$ cat config.mk
export PLATFORM = sky130hd
export DESIGN_NAME = wide_byte_serializer
export DESIGN_NICKNAME = d
export VERILOG_FILES = /design/src/rtl/wide_byte_serializer.sv
export SDC_FILE = /design/constraint.sdc
export NUM_CORES = 1
export LEC_CHECK = 0
export BUFFER_PORTS_ARGS = -buffer_cell sky130_fd_sc_hd__buf_4
export CAP_MARGIN = 0
export CORE_MARGIN = 5
export CORE_UTILIZATION = 49
export CTS_CLUSTER_SIZE = 28
export DETAILED_ROUTE_END_ITERATION = 10
export HOLD_SLACK_MARGIN = 0.12
export PLACE_DENSITY = 0.81
export SYNTH_ARGS = -nofsm -noshare
export SYNTH_HDL_FRONTEND = slang
export SYNTH_SLANG_ARGS = --single-unit
$ cat constraint.sdc
create_clock -name clk -period 92.3 [get_ports clk]
set_clock_uncertainty 0.05 [all_clocks]
set_input_delay 9.23 -clock clk [delete_from_list [all_inputs] [get_ports clk]]
set_output_delay 9.23 -clock clk [all_outputs]
set_load 0.01 [all_outputs]
$ cat src/rtl/wide_byte_serializer.sv
// Wide-word to byte serializer with a two-slot ping-pong store, feeding a
// byte-stream decoder through a valid/ready handshake with a start pulse.
module wide_byte_serializer #(
   parameter int  IN_BYTES  = 69,
   parameter int  MSB_FIRST = 1,
   parameter int  LEN_W     = $clog2(IN_BYTES + 1),
   localparam int DATA_W    = 8 * IN_BYTES
) (
   input  logic              clk,
   input  logic              rst,
   input  logic              in_valid,
   output logic              in_ready,
   input  logic [DATA_W-1:0] in_data,
   input  logic [LEN_W-1:0]  in_len,
   input  logic              in_sof,
   output logic              out_start,
   output logic              out_valid,
   input  logic              out_ready,
   output logic [7:0]        out_byte,
   output logic              out_last,
   output logic [31:0]       byte_count
);

   typedef enum logic [1:0] {S_IDLE, S_START, S_STREAM} state_t;

   state_t            state, state_nxt;
   logic [DATA_W-1:0] act_data, pend_data;
   logic [LEN_W-1:0]  act_len, act_idx, pend_len, in_len_c;
   logic              pend_valid, pend_sof;
   logic              in_fire, in_nz, out_fire, act_done, act_free;
   logic              load_act, load_sof, to_pend;

   function automatic logic [LEN_W-1:0] clamp_len(input logic [LEN_W-1:0] l);
      return (l > LEN_W'(IN_BYTES)) ? LEN_W'(IN_BYTES) : l;
   endfunction

   function automatic logic [7:0] sel_byte(input logic [DATA_W-1:0] d,
                                           input logic [LEN_W-1:0]  k);
      logic [DATA_W-1:0] sh;
      if (MSB_FIRST != 0) begin
         sh = d << {k, 3'b000};
         return sh[DATA_W-1 -: 8];
      end
      sh = d >> {k, 3'b000};
      return sh[7:0];
   endfunction

   assign in_ready = !pend_valid;

   // Zero-length words are accepted but never occupy a slot.
   always_comb begin
      in_len_c = clamp_len(in_len);
      in_fire  = in_valid && !pend_valid && !rst;
      in_nz    = in_fire && (in_len_c != '0);
      out_fire = (state == S_STREAM) && out_ready;
      act_done = out_fire && (act_idx == act_len - LEN_W'(1));
      act_free = (state == S_IDLE) || act_done;
      load_act = act_free && (pend_valid || in_nz);
      load_sof = pend_valid ? pend_sof : in_sof;
      to_pend  = in_nz && !act_free;
   end

   always_ff @(posedge clk) begin
      if (rst) state <= S_IDLE;
      else     state <= state_nxt;
   end

   always_comb begin
      state_nxt = state;
      if (load_act)               state_nxt = load_sof ? S_START : S_STREAM;
      else if (act_done)          state_nxt = S_IDLE;
      else if (state == S_START)  state_nxt = S_STREAM;
   end

   always_comb begin
      out_valid = (state == S_STREAM);
      out_start = (state == S_START);
      out_last  = out_valid && (act_idx == act_len - LEN_W'(1));
      out_byte  = out_valid ? sel_byte(act_data, act_idx) : 8'h00;
   end

   // Control registers: slot occupancy, byte index, handoff counter.
   always_ff @(posedge clk) begin
      if (rst) begin
         pend_valid <= 1'b0;
         act_idx    <= '0;
         byte_count <= '0;
      end else begin
         if (load_act)      act_idx <= '0;
         else if (out_fire) act_idx <= act_idx + LEN_W'(1);
         if (load_act && pend_valid) pend_valid <= 1'b0;
         else if (to_pend)           pend_valid <= 1'b1;
         if (out_fire) byte_count <= byte_count + 32'd1;
      end
   end

   // Payload registers carry no reset; occupancy is tracked by control state.
   always_ff @(posedge clk) begin
      if (load_act) begin
         act_data <= pend_valid ? pend_data : in_data;
         act_len  <= pend_valid ? pend_len  : in_len_c;
      end
      if (to_pend) begin
         pend_data <= in_data;
         pend_len  <= in_len_c;
         pend_sof  <= in_sof;
      end
   end

endmodule

---- Yosys cells after proc, flatten, opt, wreduce, memory -nomap -nowiden ----
Index checks and enable logic that the tools add are counted.
word-level totals
  bits in registers ....................... 1161
  input bits .............................. 564
  output and inout bits ................... 44
  logic and storage cells ................. 45
operators by class
  add/sub/neg operators ................... 3
  magnitude comparators ................... 1
  eq/ne operators ......................... 3
  shifts and indexed selects .............. 1
  muxes and demuxes ....................... 9
  reduce and logical (&&, ||, !) cells .... 19
operators with widths
  operator                 number
  $mux W552                1
  $shl A552 B10 Y552       1
  $add A32 B1 Y32 const B  1
  $mux W7                  2
  $logic_and A1 B1 Y1      9
  $mux W2                  4
  $mux W8                  1
  $add A7 B1 Y7 const B    1
  $eq A7 B7 Y1             1
  $gt A7 B7 Y1 const B     1
  $reduce_bool A7 Y1       1
  $sub A7 B1 Y7 const B    1
  $reduce_or A2 Y1         2
  $logic_not A1 Y1         3
  $reduce_bool A3 Y1       1
  $eq A2 B1 Y1 const B     1
  $eq A2 B2 Y1 const B     1
  $logic_not A2 Y1         1
  $logic_or A1 B1 Y1       2
  $mux W1                  1

---- Logic depth before layout (Yosys ltp) ----
Gate-level depths: netlist of the first run.
  word-level depth ........................ 8
  mapped depth ............................ 11

---- Worst setup path before layout of the first run ----
Ideal clock, no wire load.
  path type ............................... input to register
  from .................................... in rst
  to ...................................... reg act_data[0], enable pin
  arrival time ............................ 50.350 ns
  path slack .............................. 39.603 ns
  stages .................................. 6
  path buffers ............................ 1
  path through ............................ clkbuf_1 > nand2b_1 > a21oi_1 > or2_2 > nand2_1 > o31ai_1
on the way
  longest elaborated chain between the ends .. 5
ends and longest elaborated chain
  item                  RTL line  source
  from (decl)           10        input logic rst,
  $logic_not A1 Y1      53        in_fire = in_valid && !pend_valid && !rst;
  $logic_and A1 B1 Y1   53
  $logic_and A1 B1 Y1   54        in_nz = in_fire && (in_len_c != '0);
  $logic_or A1 B1 Y1    58        load_act = act_free && (pend_valid || in_nz);
  $logic_and A1 B1 Y1   58
  net load_act          31        logic load_act, load_sof, to_pend;
  to (signal assigned)  100       act_data <= pend_valid ? pend_data : in_data;
  to (decl)             27        logic [DATA_W-1:0] act_data, pend_data;
The timed path passes the listed nets, and every way through them passes these cells.
A chain may end at the register's enable or synchronous reset.

---- Worst setup path after layout of the first run ----
  from .................................... reg act_idx[0]
  to ...................................... out out_byte[3]
on the way
  longest elaborated chain between the ends .. 2
ends and longest elaborated chain
  item                    RTL line  source
  from (decl)             28        logic [LEN_W-1:0] act_len, act_idx, pend_len, in_len_c;
  from (signal assigned)  90        else if (out_fire) act_idx <= act_idx + LEN_W'(1);
  $shl A552 B10 Y552      41        sh = d << {k, 3'b000};
  $mux W8                 79        out_byte = out_valid ? sel_byte(act_data, act_idx) : 8'h00;
  to (decl)               19        output logic [7:0] out_byte,
No other way between the ends.

==> impl_metrics.py, run 1 <==
metrics = {
    "status": {
        "status": "complete, no violations",
    },
    "setup_path": {
        "cp_common_cell": "buf_4",
        "cp_data_required_time_ns": 83.02,
        "crit_chain": "buf_4, buf_4, mux4_2, mux4_2, o211ai_1, o211ai_1, buf_4",
        "cp_max_fo": 40,
        "path_class": "flip-flop to output port",
        "reg2reg_slack_ns": 85.40,
        "rr_startpoint": "act_idx[3]",
        "arrival_ns": 5.13,
        "startpoint_type": "flip-flop",
        "cp-end-kind": "output port",
        "cpPeakStageDelay_ns": 0.87,
        "cpMaxStageDelayCell": "dfxtp_4",
        "startpoint": "act_idx[0]",
    },
    "global_routing": {
        "grt_pass1_vias": 25900,
        "grt_pass1_wl_mm": 169,
        "overflow": 0,
        "antenna_found_initial": 9,
        "grt_usage": 0.223,
        "grt_start_max_net_pins": 179,
    },
    "placement": {
        "hpwlAfterDp_mm": 80.9,
        "port-buffer-count": 607,
        "gp_congestion": 0.825,
    },
    "yosys": {
        "ys_seq_elements": 1161,
        "yosysTopAreaCellShare": 0.717,
        "synth_ff_type": "edfxtp_1",
        "ys.warnings.count": 0,
        "ys_types": 55,
        "synth-seq-area-share": 0.735,
        "async_reset_ff_frac": 0,
        "synth_nets": 2944,
        "synth_area_per_cell_sq_um": 19.7,
        "synth_most_common_cell": "edfxtp_1",
        "synth_top_area_cell": "edfxtp_1",
        "synth_area_leaders": "edfxtp_1 72%, mux2_2 14%, mux4_2 6.4%, dfxtp_1 1.8%, mux2i_1 0.85%",
        "synth_commonest_cells": "1,119 x edfxtp_1, 565 x mux2_2, 134 x mux4_2, 86 x clkbuf_1, 61 x nor2_1",
        "synth_edf_count": 1119,
        "synthesis.area_sq_mm": 0.0469,
        "synth_cells": 2377,
    },
    "worst_hold_path": {
        "hp-class": "flip-flop to flip-flop",
        "hp-start": "byte_count[16]",
    },
    "sta": {
        "fmax_mhz": 69.4,
        "post-route-period-util": 0.156,
        "rsz0062_at_grt": "false",
        "period_needed_ns": 14.41,
        "tightest_slew_ns": 1.14,
        "setup_tns_ns": 0,
        "setup_viol": 0,
        "maxSlewHeadroom": 0.227,
        "drv_slew": 0,
        "timing.final.hold_violations": 0,
    },
    "pwr": {
        "leakagePower_nw": 19.2,
        "powerDensity_mw_per_mm2": 20.5,
        "finalPower_mw": 1.16,
        "ir_drop_mv": 0.0169,
    },
    "cts": {
        "htreeDepth": 3,
        "cts_buffers": 112,
        "cts.clk_slew.worst_paths_ns": 0.06,
        "cts_resized": 0,
        "cts_sinks": 1161,
        "cts_tree": "yes",
        "postCtsSetupBuffers": 0,
        "clk_path_buf_depth": 3,
        "clkLatencyLatePin_ns": 0.69,
        "clockRootBuffer": "clkbuf_16",
        "hold_buffers": 0,
    },
    "finish": {
        "fin_nets": 3578,
        "drive_gt1_frac": 0.490,
        "area.growth.synth_to_final_pct": 20.6,
        "final_util": 0.595,
    },
    "routing": {
        "first_pass_iters": 5,
        "ant_nets": 0,
        "avgRoutedWirePerCell_um": 26.7,
        "vias_per_cell": 5.66,
        "drtIter0Drc": 2449,
        "remaining_drc_errors": 0,
        "vias": 24800,
        "wirelength_mm": 117,
    },
    "floorplanning": {
        "die_w_um": 319,
        "die-area_sq_mm": 0.102,
        "start_util": 0.493,
        "rows": 113,
        "core_sq_mm": 0.0950,
        "die_h_um": 319,
        "io_pins": 608,
    },
    "flow_run": {
        "cap_violations": 0,
    },
}
==> metrics by stage <==
step | setup WS [ns] | hold WS (ns) | cells | instance area (sq um)
finish | 77.89 | 0.485 | 4376 | 56500
global placement | 77.72 | 0.449 | 4162 | 52800
floorplan | 39.60 | 0.440 | 2377 | 46900
detailed placement | 77.66 | 0.464 | 4162 | 52800
CTS | 77.81 | 0.478 | 4372 | 56500
global route | 77.50 | 0.506 | 4375 | 56500
==> per-layer routing <==
layer,vias to the layer above,part of all wire,track usage
li1,10900,-,-
met1,12600,0.40,0.298
met5,-,0.00034,0
met2,1029,0.49,0.361
met4,6,0.038,0.0799
met3,209,0.076,0.0553
==> kinds of logic after synthesis <==
logic type / count (synthesis) / synth area share
DFF: 1161 / 0.735
muxes: 739 / 0.209
and+or+nand+nor: 201 / 0.0208
buffers and inverters: 131 / 0.0128
AOI/OAI and AO/OA: 100 / 0.0145
xor gates and xnor gates: 42 / 0.00785
adders and majority gates: 3 / 0.000801
==> report_power, final <==
group	total, mW	switching (mW)	leakage, nW	internal, mW
Clock	0.464	0.197	1.82	0.267
Combinational	0.0808	0.0411	6.70	0.0397
Sequential	0.614	0.00686	10.6	0.607
==> final timing paths <==
check,endpoint,cells past startpoint
min,byte_count[16],2
min reg2reg,byte_count[16],2
max,out_byte[3],7
max reg2reg,pend_data[259],9
==> critical path: cells and delay by family (launching register included) <==
family | cells | cell delay (ns)
muxes | 2 | 1.19
AOI/OAI and AO/OA | 2 | 0.61
DFF | 1 | 0.87
buffers and inverters | 3 | 1.70
==> layout make-up <==
cell class	instances	area, sq um
antenna	4	10.0
tap	1265	1580
inverter	9	33.8
clock buffer	143	3040
clock inverter	67	694
fill	6716	38500
multi-input combinational	1085	11900
timing repair buffer	642	4840
sequential	1161	34500
==> sequential cells by signal (all words and copies together), names as in the netlist <==
name / count
state: 2
pend_sof: 1
act_idx: 7
byte_count: 32
pend_len: 7
act_data: 552
act_len: 7
pend_data: 552
pend_valid: 1
==> placed cells by master, fill, tap and decap left out, drive strengths merged, types with 4 or more instances in the layout <==
master / netlist / final
a211oi: 6 / 6
a21oi: 16 / 16
a22oi: 13 / 13
a31oi: 12 / 12
and2: 6 / 6
and3: 5 / 5
and4: 6 / 6
buf: 36 / 642
bufinv: 0 / 12
clkbuf: 86 / 143
clkinv: 1 / 47
clkinvlp: 0 / 4
dfxtp: 42 / 42
diode: 0 / 4
edfxtp: 1119 / 1119
inv: 8 / 13
mux2: 565 / 565
mux2i: 40 / 40
mux4: 134 / 134
nand2: 48 / 48
nand2b: 8 / 8
nand3: 20 / 20
nand4: 11 / 11
nor2: 61 / 61
nor2b: 10 / 10
nor3: 10 / 10
o2111ai: 4 / 4
o211ai: 6 / 6
o21ai: 16 / 16
o221ai: 6 / 6
o22ai: 4 / 4
or3: 4 / 4
xnor2: 19 / 19
xor2: 23 / 23
No activity file was read; power rests on OpenSTA's default activity.
==> run 2: changes to the inputs <==
--- a/config.mk
+++ b/config.mk
@@ -12,7 +12,7 @@
 export CTS_CLUSTER_SIZE = 28
 export DETAILED_ROUTE_END_ITERATION = 10
 export HOLD_SLACK_MARGIN = 0.12
-export PLACE_DENSITY = 0.81
+export PLACE_DENSITY = 0.84
 export SYNTH_ARGS = -nofsm -noshare
 export SYNTH_HDL_FRONTEND = slang
 export SYNTH_SLANG_ARGS = --single-unit
==> constraint.sdc (replaced) <==
create_clock -name clk -period 13.2 [get_ports clk]
set_clock_uncertainty 0.05 [all_clocks]
set_input_delay 1.32 -clock clk [delete_from_list [all_inputs] [get_ports clk]]
set_output_delay 1.32 -clock clk [all_outputs]
set_load 0.01 [all_outputs]
==> impl_metrics.py, run 2 (same netlist as run 1, synthesis figures left out) <==
metrics = {
    "pwr": {
        "leakagePower_nw": 19.2,
        "powerDensity_mw_per_mm2": 144,
        "internal_power_mw": 6.43,
        "ir_drop_mv": 0.124,
        "p_sw_mw": 1.76,
        "pwr-share-seq": 0.525,
        "finalPower_mw": 8.19,
        "swShare": 0.215,
        "power_frac_clock": 0.407,
        "combPwrFrac": 0.068,
    },
    "finish": {
        "final_common_cell": "edfxtp_1",
        "final_cell_mix": "1,119 x edfxtp_1, 634 x buf_4, 565 x mux2_2, 134 x mux4_2, 114 x clkbuf_16",
        "fill_cells": 6643,
        "top_regs": "act_data (552), pend_data (552), byte_count (32)",
        "drive_gt1_frac": 0.490,
        "area.growth.synth_to_final_pct": 20.9,
        "fin_nets": 3576,
    },
    "setup_path": {
        "arrival_ns": 5.00,
        "rr_startpoint": "act_idx[2]",
        "cp_max_fo": 39,
        "r2r-end": "act_data[109]",
        "reg2reg_slack_ns": 7.75,
        "cp-end-kind": "output port",
        "rr_worst_depth": 10,
        "startpoint_type": "flip-flop",
        "cp_data_required_time_ns": 11.83,
        "path_class": "flip-flop to output port",
    },
    "global_routing": {
        "antenna_found_initial": 18,
        "overflow": 0,
        "grt_start_max_net_pins": 184,
        "grt_pass1_vias": 26300,
        "grt_pass1_wl_mm": 173,
        "grt_usage": 0.227,
    },
    "sta": {
        "tightest_slew_ns": 1.26,
        "timing.final.hold_violations": 0,
        "period_needed_ns": 6.37,
        "setup_tns_ns": 0,
        "post-route-period-util": 0.483,
        "drv_slew": 0,
        "fmax_mhz": 157,
        "maxSlewHeadroom": 0.151,
        "setup_viol": 0,
        "rsz0062_at_grt": "false",
    },
    "floorplanning": {
        "die_h_um": 319,
        "die_w_um": 319,
        "io_pins": 608,
        "die-area_sq_mm": 0.102,
        "start_util": 0.493,
        "rows": 113,
        "core_sq_mm": 0.0950,
    },
    "cts": {
        "clockRootBuffer": "clkbuf_16",
        "clkLatencyLatePin_ns": 0.71,
        "postCtsSetupBuffers": 0,
        "cts_resized": 0,
        "cts_buffers": 114,
        "cts.clk_slew.worst_paths_ns": 0.06,
        "clk_path_buf_depth": 3,
        "hold_buffers": 0,
        "cts_tree": "yes",
        "htreeDepth": 3,
        "cts_sinks": 1161,
    },
    "placement": {
        "gp_congestion": 0.829,
        "port-buffer-count": 607,
        "hpwlAfterDp_mm": 81.0,
    },
    "flow_run": {
        "cap_violations": 0,
    },
    "routing": {
        "vias_per_cell": 5.72,
        "wirelength_mm": 119,
        "first_pass_iters": 6,
        "remaining_drc_errors": 0,
        "drtIter0Drc": 2671,
        "avgRoutedWirePerCell_um": 27.1,
        "vias": 25100,
        "ant_nets": 0,
    },
    "worst_hold_path": {
        "whs_path_depth": 1,
        "hp-start": "pend_data[176]",
        "holdPathEnd": "act_data[176]",
        "hp-class": "flip-flop to flip-flop",
    },
    "status": {
        "status": "complete, no violations",
    },
}
## run 2: changes by cell type in the layout (fill, tap and decap cells not counted), moves of 3 or more
cell,change
diode_2,+9
buf_4,-6
clkinv_2,-6
clkinv_1,+4
clkbuf_16,-3
clkbuf_8,+3
clkinv_16,+3
## run 2: area by class of cell
type,count,area (sq um),share of cell area
Antenna cell,13,32.5,0.000574
Clock inverter,71,853,0.0151
Timing Repair Buffer,638,4840,0.0854
Sequential cell,1161,34500,0.608
Multi-Input combinational cell,1085,11900,0.210
Inverter,9,35.0,0.000618
Tap cell,1265,1580,0.0279
Clock buffer,141,2990,0.0528
## run 2: worst max path at each step
stage / start / slack [ns] / endpoint / depth (start not counted)
global route: act_idx[0] / 6.41 / out_byte[3] / 8
CTS: act_idx[0] / 6.53 / out_byte[4] / 8
detailed placement: act_idx[0] / 7.33 / out_byte[4] / 8
finish: act_idx[0] / 6.83 / out_byte[3] / 7
floorplan: rst / -3.08 / act_data[0] / 6
global placement: act_idx[0] / 7.33 / out_byte[4] / 8
## run 2: worst max-delay path, stage by stage, from the launching register on
cell,delay (ns)
dfxtp_4,0.86
buf_4,0.73
buf_4,0.59
mux4_2,0.58
mux4_2,0.54
o211ai_1,0.25
o211ai_1,0.38
buf_4,0.28
## run 2: metal layers
metal	vias up	track usage	share of wire
met1	12800	0.297	0.38
met2	1132	0.379	0.50
met5	-	0	0.00011
met3	211	0.0450	0.076
li1	10900	-	-
met4	2	0.0896	0.039
## run 2: power by group through the flow
stage	clock (mW)	combinational, mW	sequential [mW]
after floorplan	0	0.284	4.43
after detailed placement	0	0.557	4.38
final	3.33	0.558	4.30
after global routing	3.54	0.593	4.31
after CTS	3.38	0.563	4.30
after global placement	0	0.546	4.37
## run 2: per-stage QoR
stage	cells	utilization	hold WS, ns	cell area (sq um)	setup slack (ns)
after detailed placement	4158	0.556	0.466	52800	7.33
after global placement	4158	0.556	0.442	52800	7.33
after global routing	4382	0.597	0.497	56700	6.41
after CTS	4370	0.596	0.475	56700	6.53
final	4383	0.597	0.482	56700	6.83
after floorplan	2377	-	0.439	46900	-3.08
